[config.mk]
export PLATFORM = sky130hd
export DESIGN_NAME = fetch_stage
export DESIGN_NICKNAME = d
export VERILOG_FILES = /design/src/rtl/fetch_stage.sv
export SDC_FILE = /design/constraint.sdc
export NUM_CORES = 1
export LEC_CHECK = 0
export CAP_MARGIN = 30
export CORE_AREA = 5 5 213 215
export DETAILED_ROUTE_END_ITERATION = 10
export DIE_AREA = 0 0 218 220
export GPL_TIMING_DRIVEN = 0
export PLACE_DENSITY = 0.81
export SYNTH_ARGS = -nofsm -noshare
export SYNTH_HDL_FRONTEND = slang
export SYNTH_SLANG_ARGS = --single-unit
[constraint.sdc]
create_clock -name clk_i -period 16.8 [get_ports clk_i]
set_input_delay 3.36 -clock clk_i [delete_from_list [all_inputs] [get_ports clk_i]]
set_output_delay 3.36 -clock clk_i [all_outputs]
set_load 0.03 [all_outputs]
[src/rtl/fetch_stage.sv]
// -----------------------------------------------------------------------------
// fetch_stage
//
// Y86-64 pipeline fetch stage, between the F pipeline register and the D
// pipeline register. Each instruction is fetched with one request/acknowledge
// read of a WIN_BYTES window from instruction memory. The window is decoded
// and the result is held in registered outputs until decode accepts it.
//
// Handshakes:
//   imem_req_o / imem_ack_i : imem_req_o rises with a stable imem_addr_o and
//     stays high until the cycle in which imem_ack_i is sampled high. That
//     cycle carries imem_rdata_i / imem_err_i. The request drops the next
//     cycle. ack is only looked at while a request is outstanding.
//   f_valid_o / D_stall_i   : f_valid_o high means the f_* fields hold one
//     decoded instruction. It is consumed on a clock edge where
//     D_stall_i is low. The fields stay stable while D_stall_i is high.
//
// Ports:
//   clk_i, rst_i          clock, asynchronous active-high reset
//   F_predPC_i            predicted PC from the F register
//   M_icode_i, M_Cnd_i,
//   M_valA_i              mispredicted jXX detection and fall-through PC
//   W_icode_i, W_valM_i   ret detection and return target
//   D_stall_i             decode register not accepting
//   imem_req_o,
//   imem_addr_o           instruction memory read request and address
//   imem_ack_i,
//   imem_rdata_i,
//   imem_err_i            read data valid, window (byte0 at [7:0]),
//                         and address error
//   f_valid_o ... f_stat_o decoded instruction (registered)
//   f_predPC_o            predicted next PC, to the F register
//   f_stall_req_o         to the hazard unit. F must hold its PC.
//
// Status encoding on f_stat_o: 1 AOK, 2 HLT, 3 ADR, 0 INS.
// WIN_BYTES must be at least 10.
// -----------------------------------------------------------------------------
module fetch_stage #(
   parameter int ADDR_W    = 64,
   parameter int WIN_BYTES = 10
) (
   input  logic                   clk_i,
   input  logic                   rst_i,
   input  logic [ADDR_W-1:0]      F_predPC_i,
   input  logic [3:0]             M_icode_i,
   input  logic                   M_Cnd_i,
   input  logic [ADDR_W-1:0]      M_valA_i,
   input  logic [3:0]             W_icode_i,
   input  logic [ADDR_W-1:0]      W_valM_i,
   input  logic                   D_stall_i,
   output logic                   imem_req_o,
   output logic [ADDR_W-1:0]      imem_addr_o,
   input  logic                   imem_ack_i,
   input  logic [8*WIN_BYTES-1:0] imem_rdata_i,
   input  logic                   imem_err_i,
   output logic                   f_valid_o,
   output logic [3:0]             f_icode_o,
   output logic [3:0]             f_ifun_o,
   output logic [3:0]             f_rA_o,
   output logic [3:0]             f_rB_o,
   output logic [63:0]            f_valC_o,
   output logic [ADDR_W-1:0]      f_valP_o,
   output logic [ADDR_W-1:0]      f_predPC_o,
   output logic [1:0]             f_stat_o,
   output logic                   f_stall_req_o
);

   localparam logic [3:0] I_HALT = 4'h0;
   localparam logic [3:0] I_NOP  = 4'h1;
   localparam logic [3:0] I_JXX  = 4'h7;
   localparam logic [3:0] I_CALL = 4'h8;
   localparam logic [3:0] I_RET  = 4'h9;
   localparam logic [3:0] I_MAX  = 4'hB;

   localparam logic [1:0] STAT_INS = 2'd0;
   localparam logic [1:0] STAT_AOK = 2'd1;
   localparam logic [1:0] STAT_HLT = 2'd2;
   localparam logic [1:0] STAT_ADR = 2'd3;

   typedef enum logic [1:0] {
      S_IDLE  = 2'd0,
      S_REQ   = 2'd1,
      S_DRAIN = 2'd2,
      S_HOLD  = 2'd3
   } state_t;

   state_t              state_q, state_d;
   logic [ADDR_W-1:0]   req_pc_q, req_pc_d;
   logic                req_q, req_d;
   logic                valid_q, valid_d;
   logic [3:0]          icode_q, icode_d;
   logic [3:0]          ifun_q, ifun_d;
   logic [3:0]          ra_q, ra_d;
   logic [3:0]          rb_q, rb_d;
   logic [63:0]         valc_q, valc_d;
   logic [ADDR_W-1:0]   valp_q, valp_d;
   logic [ADDR_W-1:0]   pred_q, pred_d;
   logic [1:0]          stat_q, stat_d;
   // Set once a non-AOK status has been captured. Fetch stays parked until
   // a redirect arrives or reset.
   logic                halted_q, halted_d;
   // A redirect seen while the fetch could not act on it immediately (request
   // in flight, or instruction held). It is remembered so the next request
   // goes to the redirect target even if the M/W stages have moved on.
   logic                redir_pend_q, redir_pend_d;
   logic [ADDR_W-1:0]   redir_pc_q, redir_pc_d;

   // ---------------------------------------------------------------------
   // PC select
   // ---------------------------------------------------------------------
   logic                redirect;
   logic [ADDR_W-1:0]   redirect_pc;
   logic [ADDR_W-1:0]   fetch_pc;

   always_comb begin
      redirect    = 1'b0;
      redirect_pc = '0;
      if (M_icode_i == I_JXX && !M_Cnd_i) begin
         redirect    = 1'b1;
         redirect_pc = M_valA_i;
      end else if (W_icode_i == I_RET) begin
         redirect    = 1'b1;
         redirect_pc = W_valM_i;
      end
   end

   // A live redirect is newer than a remembered one, so it wins.
   always_comb begin
      if (redirect) begin
         fetch_pc = redirect_pc;
      end else if (redir_pend_q) begin
         fetch_pc = redir_pc_q;
      end else begin
         fetch_pc = F_predPC_i;
      end
   end

   // ---------------------------------------------------------------------
   // Decode of the returned window (only used in the ack cycle)
   // ---------------------------------------------------------------------
   logic [3:0]          raw_icode;
   logic [3:0]          dec_icode;
   logic [3:0]          dec_ifun;
   logic [3:0]          dec_ra;
   logic [3:0]          dec_rb;
   logic [63:0]         dec_valc;
   logic [ADDR_W-1:0]   dec_valp;
   logic [ADDR_W-1:0]   dec_pred;
   logic [1:0]          dec_stat;
   logic                need_regids;
   logic                need_valc;
   logic [3:0]          inst_len;

   always_comb begin
      raw_icode = imem_rdata_i[7:4];
      dec_icode = raw_icode;
      dec_ifun  = imem_rdata_i[3:0];
      dec_stat  = STAT_AOK;
      // An address error makes the bytes meaningless, so it outranks the
      // illegal-opcode check. Both turn the instruction into a clean nop.
      if (imem_err_i) begin
         dec_icode = I_NOP;
         dec_ifun  = 4'h0;
         dec_stat  = STAT_ADR;
      end else if (raw_icode > I_MAX) begin
         dec_icode = I_NOP;
         dec_ifun  = 4'h0;
         dec_stat  = STAT_INS;
      end else if (raw_icode == I_HALT) begin
         dec_stat  = STAT_HLT;
      end

      case (dec_icode)
         4'h2, 4'h3, 4'h4, 4'h5, 4'h6, 4'hA, 4'hB: need_regids = 1'b1;
         default:                                  need_regids = 1'b0;
      endcase

      case (dec_icode)
         4'h3, 4'h4, 4'h5, 4'h7, 4'h8: need_valc = 1'b1;
         default:                      need_valc = 1'b0;
      endcase

      dec_ra = 4'hF;
      dec_rb = 4'hF;
      if (need_regids) begin
         dec_ra = imem_rdata_i[15:12];
         dec_rb = imem_rdata_i[11:8];
      end

      // The constant starts right after the register byte when there is one.
      dec_valc = 64'd0;
      if (need_valc) begin
         if (need_regids) begin
            dec_valc = imem_rdata_i[16 +: 64];
         end else begin
            dec_valc = imem_rdata_i[8 +: 64];
         end
      end

      inst_len = 4'd1 + {3'd0, need_regids} + (need_valc ? 4'd8 : 4'd0);
      dec_valp = req_pc_q + ADDR_W'(inst_len);

      if (dec_icode == I_JXX || dec_icode == I_CALL) begin
         dec_pred = ADDR_W'(dec_valc);
      end else begin
         dec_pred = dec_valp;
      end
   end

   // ---------------------------------------------------------------------
   // FSM next state and register updates
   // ---------------------------------------------------------------------
   always_comb begin
      state_d      = state_q;
      req_pc_d     = req_pc_q;
      req_d        = req_q;
      valid_d      = valid_q;
      icode_d      = icode_q;
      ifun_d       = ifun_q;
      ra_d         = ra_q;
      rb_d         = rb_q;
      valc_d       = valc_q;
      valp_d       = valp_q;
      pred_d       = pred_q;
      stat_d       = stat_q;
      halted_d     = halted_q;
      redir_pend_d = redir_pend_q;
      redir_pc_d   = redir_pc_q;

      case (state_q)
         S_IDLE: begin
            // A parked (halted) fetch only restarts on a redirect.
            if (!halted_q || redirect || redir_pend_q) begin
               state_d      = S_REQ;
               req_pc_d     = fetch_pc;
               req_d        = 1'b1;
               halted_d     = 1'b0;
               redir_pend_d = 1'b0;
            end
         end

         S_REQ: begin
            // Redirect beats ack: the returned window belongs to a squashed
            // path and is thrown away.
            if (redirect) begin
               redir_pend_d = 1'b1;
               redir_pc_d   = redirect_pc;
               if (imem_ack_i) begin
                  req_d   = 1'b0;
                  state_d = S_IDLE;
               end else begin
                  state_d = S_DRAIN;
               end
            end else if (imem_ack_i) begin
               req_d    = 1'b0;
               valid_d  = 1'b1;
               icode_d  = dec_icode;
               ifun_d   = dec_ifun;
               ra_d     = dec_ra;
               rb_d     = dec_rb;
               valc_d   = dec_valc;
               valp_d   = dec_valp;
               pred_d   = dec_pred;
               stat_d   = dec_stat;
               halted_d = (dec_stat != STAT_AOK);
               state_d  = S_HOLD;
            end
         end

         S_DRAIN: begin
            // The outstanding read must complete before a new one is issued.
            if (redirect) begin
               redir_pend_d = 1'b1;
               redir_pc_d   = redirect_pc;
            end
            if (imem_ack_i) begin
               req_d   = 1'b0;
               state_d = S_IDLE;
            end
         end

         S_HOLD: begin
            if (redirect) begin
               redir_pend_d = 1'b1;
               redir_pc_d   = redirect_pc;
               valid_d      = 1'b0;
               state_d      = S_IDLE;
            end else if (!D_stall_i) begin
               valid_d = 1'b0;
               state_d = S_IDLE;
            end
         end

         default: begin
            state_d = S_IDLE;
            req_d   = 1'b0;
            valid_d = 1'b0;
         end
      endcase
   end

   always_ff @(posedge clk_i or posedge rst_i) begin
      if (rst_i) begin
         state_q      <= S_IDLE;
         req_pc_q     <= '0;
         req_q        <= 1'b0;
         valid_q      <= 1'b0;
         icode_q      <= 4'h0;
         ifun_q       <= 4'h0;
         ra_q         <= 4'h0;
         rb_q         <= 4'h0;
         valc_q       <= 64'd0;
         valp_q       <= '0;
         pred_q       <= '0;
         stat_q       <= STAT_AOK;
         halted_q     <= 1'b0;
         redir_pend_q <= 1'b0;
         redir_pc_q   <= '0;
      end else begin
         state_q      <= state_d;
         req_pc_q     <= req_pc_d;
         req_q        <= req_d;
         valid_q      <= valid_d;
         icode_q      <= icode_d;
         ifun_q       <= ifun_d;
         ra_q         <= ra_d;
         rb_q         <= rb_d;
         valc_q       <= valc_d;
         valp_q       <= valp_d;
         pred_q       <= pred_d;
         stat_q       <= stat_d;
         halted_q     <= halted_d;
         redir_pend_q <= redir_pend_d;
         redir_pc_q   <= redir_pc_d;
      end
   end

   // ---------------------------------------------------------------------
   // Outputs
   // ---------------------------------------------------------------------
   assign imem_req_o  = req_q;
   assign imem_addr_o = req_pc_q;
   assign f_valid_o   = valid_q;
   assign f_icode_o   = icode_q;
   assign f_ifun_o    = ifun_q;
   assign f_rA_o      = ra_q;
   assign f_rB_o      = rb_q;
   assign f_valC_o    = valc_q;
   assign f_valP_o    = valp_q;
   assign f_predPC_o  = pred_q;
   assign f_stat_o    = stat_q;

   // F may only advance in the cycle decode takes the held instruction, so
   // the predicted PC moves exactly once per accepted instruction.
   assign f_stall_req_o = !(state_q == S_HOLD && !D_stall_i);

endmodule

=== After elaboration in Yosys (flattened, before gate mapping) ===
Index checks and enable logic that the tools add are counted.

* Register bits after elaboration: 344
* Bits in latches: 0
* Memory bits (writable): 0
* Memory bits (read-only): 0
* Input bits: 286
* Output and inout bits: 277
* Word-level logic and storage cells: 112
* Memories: 0

* $add $sub $neg: 3
* $mul: 0
* Div/mod/pow operators: 0
* Order comparisons: 1
* Equality and inequality tests: 23
* Shift operators: 0
* Multiplexer cells: 43
* Bitwise gates (word level): 1
* Reduce and logical (&&, ||, !) cells: 26

{| class="wikitable"
|+ Operators by type and width
! kind !! number
|-
| 64-bit 2-to-1 mux || 7
|-
| 64-bit by 4-bit adder with 64-bit output || 1
|-
| 4-bit 2-to-1 mux || 7
|-
| 4-bit by 3-bit equality test with 1-bit output, second input constant || 5
|-
| 2-bit 2-to-1 mux || 10
|-
| 4-bit equality test, second input constant || 4
|-
| 1-bit 2-to-1 mux || 14
|-
| 4-bit AND reduction || 3
|-
| 4-bit by 2-bit equality test with 1-bit output, second input constant || 2
|-
| 2-bit != test, second input constant || 4
|-
| 1-bit one-hot mux with 2 select lines || 4
|-
| 2-bit one-hot mux with 4 select lines || 1
|-
| 7-bit OR reduction || 1
|-
| 2-bit by 1-bit != test with 1-bit output, second input constant || 3
|-
| 3-bit != test, second input constant || 2
|-
| 2-bit AND reduction || 3
|-
| 3-bit AND reduction || 2
|-
| 2-bit nonzero test || 3
|-
| 5-bit OR reduction || 1
|-
| 2-bit by 4-bit adder with 4-bit output || 1
|-
| 2-bit equality test, second input constant || 2
|-
| 4-bit > comparator, second input constant || 1
|-
| 1-bit logical NOT || 4
|-
| 4-bit logical NOT || 1
|-
| 8 further kinds || 11
|}

=== Logic depth before layout (Yosys ltp) ===
* Depth after elaboration: 10
* Depth in mapped cells: 15
* Gate-level depth less buffers: 11

=== Least setup slack after synthesis ===
OpenSTA, ideal clock, no wires.

* Path type: input port to output port
* Start point: input port D_stall_i
* End point: output port f_stall_req_o
* Data arrival time: 3625 ps
* Required time: 13440 ps
* Slack: 9815 ps
* Stages: 1
* Buffers on the path: 0
* Cell sequence: nand2b_1

* Longest elaborated chain between the ends: 3

{| class="wikitable"
|+ RTL lines
! element !! line !! RTL
|-
| start: declaration || 50 || <nowiki>input logic D_stall_i,</nowiki>
|-
| 1-bit logical NOT || 355 || <nowiki>assign f_stall_req_o = !(state_q == S_HOLD && !D_stall_i);</nowiki>
|-
| 1-bit logical AND || 355 ||
|-
| 1-bit logical NOT || 355 ||
|-
| end: declaration || 65 || <nowiki>output logic f_stall_req_o</nowiki>
|}

Every way passes these cells.

=== Final worst setup path ===
Same ends and word-level chain as after synthesis.

==> flow_metrics.tcl <==
set metrics [dict create \
    dp_hpwl_um 68060 \
    grt_pass1_wl_um 124400 \
    die_w_um 218 \
    clk-insertion-delay-late_ns 0.58 \
    place.gp.congestion 0.9782 \
    synth_fp_nets 2277 \
    critPathArrivalTime_ns 4.70 \
    first_pass_iters 6 \
    startpoint_type "input port" \
    postCtsResizedCells 0 \
    cts_hold_buf 0 \
    io_buffers 559 \
    maxSlewHeadroom 0.3297 \
    design.die.area_um2 47960 \
    cp_num_buf_inv 2 \
    drive_gt1_frac 0.05094 \
    yosys_warnings 0 \
    clkTransAtPathRegs_ns 0.06 \
    leakage_nw 10.55 \
    drt.antenna.violating_nets 0 \
    worstPathRequired_ns 13.44 \
    max_stage_delay_ns 0.71 \
    antenna_found_initial 3 \
    wl_met2_um 40550 \
    min_path_type "reg -> reg" \
    whs_ns 0.4668 \
    start_util 0.4083 \
    cts_root_buffer "clkbuf_16" \
    worst_slew_pin_slew_ns 1.005 \
    postCtsSetupBuffers 0 \
    fin_util 0.5871 \
    synth_edf_count 0 \
    final_cell_mix "559 x clkdlybuf4s50_1, 414 x nand2_1, 343 x dfrtp_1" \
    grt_max_degree 123 \
    synthCells 1982 \
    antenna_cells 0 \
    cts_num_sinks 344 \
    crit_type "in -> out" \
    route.detailed.drc 0 \
    rows 77 \
    routed.top_layer "met5" \
    routed_wl_um 85500 \
    avgSynthCellArea_um2 8.971 \
    first_global_vias 19080 \
    post-place-cells 3135 \
    period_minus_slack_ns 8.064 \
    worstPathCellList "clkdlybuf4s50_1 > nand2b_1 > clkdlybuf4s50_1" \
    final_common_cell "clkdlybuf4s50_1" \
    vias 18980 \
    outcome "completed" \
    power_density_nw_per_um2 188.8 \
    synth_top_cells_by_area "dfrtp_1 48%, nand2_1 8.7%, o21ai_0 7.3%, mux2i_1 5.7%, a22oi_1 3.1%" \
    grt_use_total 0.3422 \
    htreeDepth 2 \
    critPathTopFamily "buffers and inverters" \
    final.setup_skew_ns 0.02790 \
    rsz0062_at_grt "false" \
    cp_common_cell "clkdlybuf4s50_1" \
    worst_setup_path_end_kind "primary output" \
    place_ws_ns 8.638 \
    synth.distinct_cells 72 \
    wl_per_cell_um 26.69 \
    setup_viol 0 \
    cpMaxStageDelayCell "clkdlybuf4s50_1" \
    yosysSeqAreaShare 0.4842 \
    synth_top_area_cell "dfrtp_1" \
    ys.flop_type "dfrtp_1" \
    synthArstFlopShare 1.000 \
    final_max_slew_viol_count 0 \
    reg2reg_slack_ns 13.46 \
    grt_overflow_total 0 \
    worst_ir_drop_vdd_uv 95.67 \
    drt-vias-per-instance 5.925 \
    fin_tns_setup_ns 0 \
    netlist_area_um2 17780 \
    yosys_register_bits 344 \
    max_freq_ghz 0.1240 \
    fin_ws_ns 8.736 \
    die_y_um 220 \
    drt_iter0_drc 2182 \
    met3_wirelength_um 7487 \
    numCtsBuffers 39 \
    fin_nets 2879 \
    pin_count 563 \
    cts_tree "yes" \
    synth_top_cell_area_share 0.4827 \
    wl_met1_um 33280 \
    coreArea_um2 43550 \
    syn_to_final_growth_pct 43.78 \
    hold_violations 0 \
    fin_crit_sh 0.4800 \
    final_cell_count_no_fill 3203 \
    cts_buffer_depth 3 \
    critPathMaxFanout 3 \
    drv_cap 0 \
]
## Yosys cell counts, types with 5 or more instances
| cell type | count |
|---|---|
| inv_1 | 13 |
| o31ai_1 | 17 |
| mux2i_1 | 101 |
| dfrtp_1 | 343 |
| clkbuf_1 | 121 |
| a211oi_1 | 68 |
| and3_1 | 13 |
| mux2_2 | 26 |
| nor2_1 | 122 |
| xnor2_1 | 27 |
| or3_1 | 5 |
| buf_1 | 11 |
| nand4_1 | 28 |
| buf_2 | 16 |
| nor4_1 | 9 |
| ha_1 | 8 |
| nand2_1 | 414 |
| a22o_1 | 5 |
| o21ai_0 | 260 |
| nor3_1 | 33 |
| a22oi_1 | 73 |
| a21oi_1 | 104 |
| nand3_1 | 37 |
| o221ai_1 | 21 |
| xor2_1 | 30 |
## through the flow
step	total power [mW]	instance area (µm²)
floorplan	2.716	17780
finish	4.826	25570
detailed placement	3.871	24180
global route	5.035	25570
global placement	3.815	24120
CTS	4.810	25570
## worst paths after layout
check,start,cells past startpoint,to
worst max-delay path,D_stall_i,3,f_stall_req_o
worst min-delay path,f_predPC_o[58]$_DFFE_PP0P_,2,f_predPC_o[58]$_DFFE_PP0P_
max in group asynchronous,rst_i,3,imem_addr_o[42]$_DFFE_PP0P_
worst min register to register,f_predPC_o[58]$_DFFE_PP0P_,2,f_predPC_o[58]$_DFFE_PP0P_
worst max register to register,state_q[1]$_DFFE_PP0P_,8,f_predPC_o[14]$_DFFE_PP0P_
min in group asynchronous,rst_i,2,f_valP_o[9]$_DFFE_PP0P_
## layout make-up
type | instances | area [µm²]
inverter | 16 | 67.56
multi-input combinational | 1467 | 8466
tap | 592 | 740.7
timing repair buffer | 561 | 5650
fill | 3771 | 17980
clock buffer | 48 | 1060
buffer | 155 | 650.6
clock inverter | 20 | 321.6
sequential | 344 | 8610
## sequential cells by signal, summed over array words and instances (netlist names)
register and cells:
f_icode_o 4, f_ifun_o 4, f_predPC_o 64, f_rA_o 4, f_rB_o 4, f_stat_o 2, f_valC_o 64, f_valP_o 64
f_valid_o 1, halted_q 1, imem_addr_o 64, imem_req_o 1, redir_pc_q 64, redir_pend_q 1, state_q 2
## worst reg2reg max path, stage by stage, from the launching register on
cell and delay [ns]:
dfrtp_1 0.37, inv_1 0.10, ha_1 0.27, o2111ai_1 0.38
clkbuf_1 0.56, clkbuf_1 0.77, clkbuf_1 0.56, nand2_1 0.13
o21ai_0 0.11
## layer usage
layer  vias up  track usage
li1       8240            -
met1      9332       0.4341
met2      1164       0.5727
met3       238      0.07130
met4         4       0.1419
met5         -            0
## cells by family after synthesis
logic type                 share of synthesized area
muxes                                        0.07332
xor gates and xnor gates                     0.02808
and+or+nand+nor                               0.1706
adders and majority gates                   0.006756
DFF                                           0.4842
buffers and inverters                        0.03997
AOI/OAI and AO/OA                             0.1970
## power breakdown
| part | total, mW | internal, mW | switching, mW |
|---|---|---|---|
| clock network | 0.935 | 0.559 | 0.376 |
| registers | 1.54 | 1.18 | 0.354 |
| logic | 2.35 | 0.884 | 1.47 |
(Power assumes the default switching activity.)
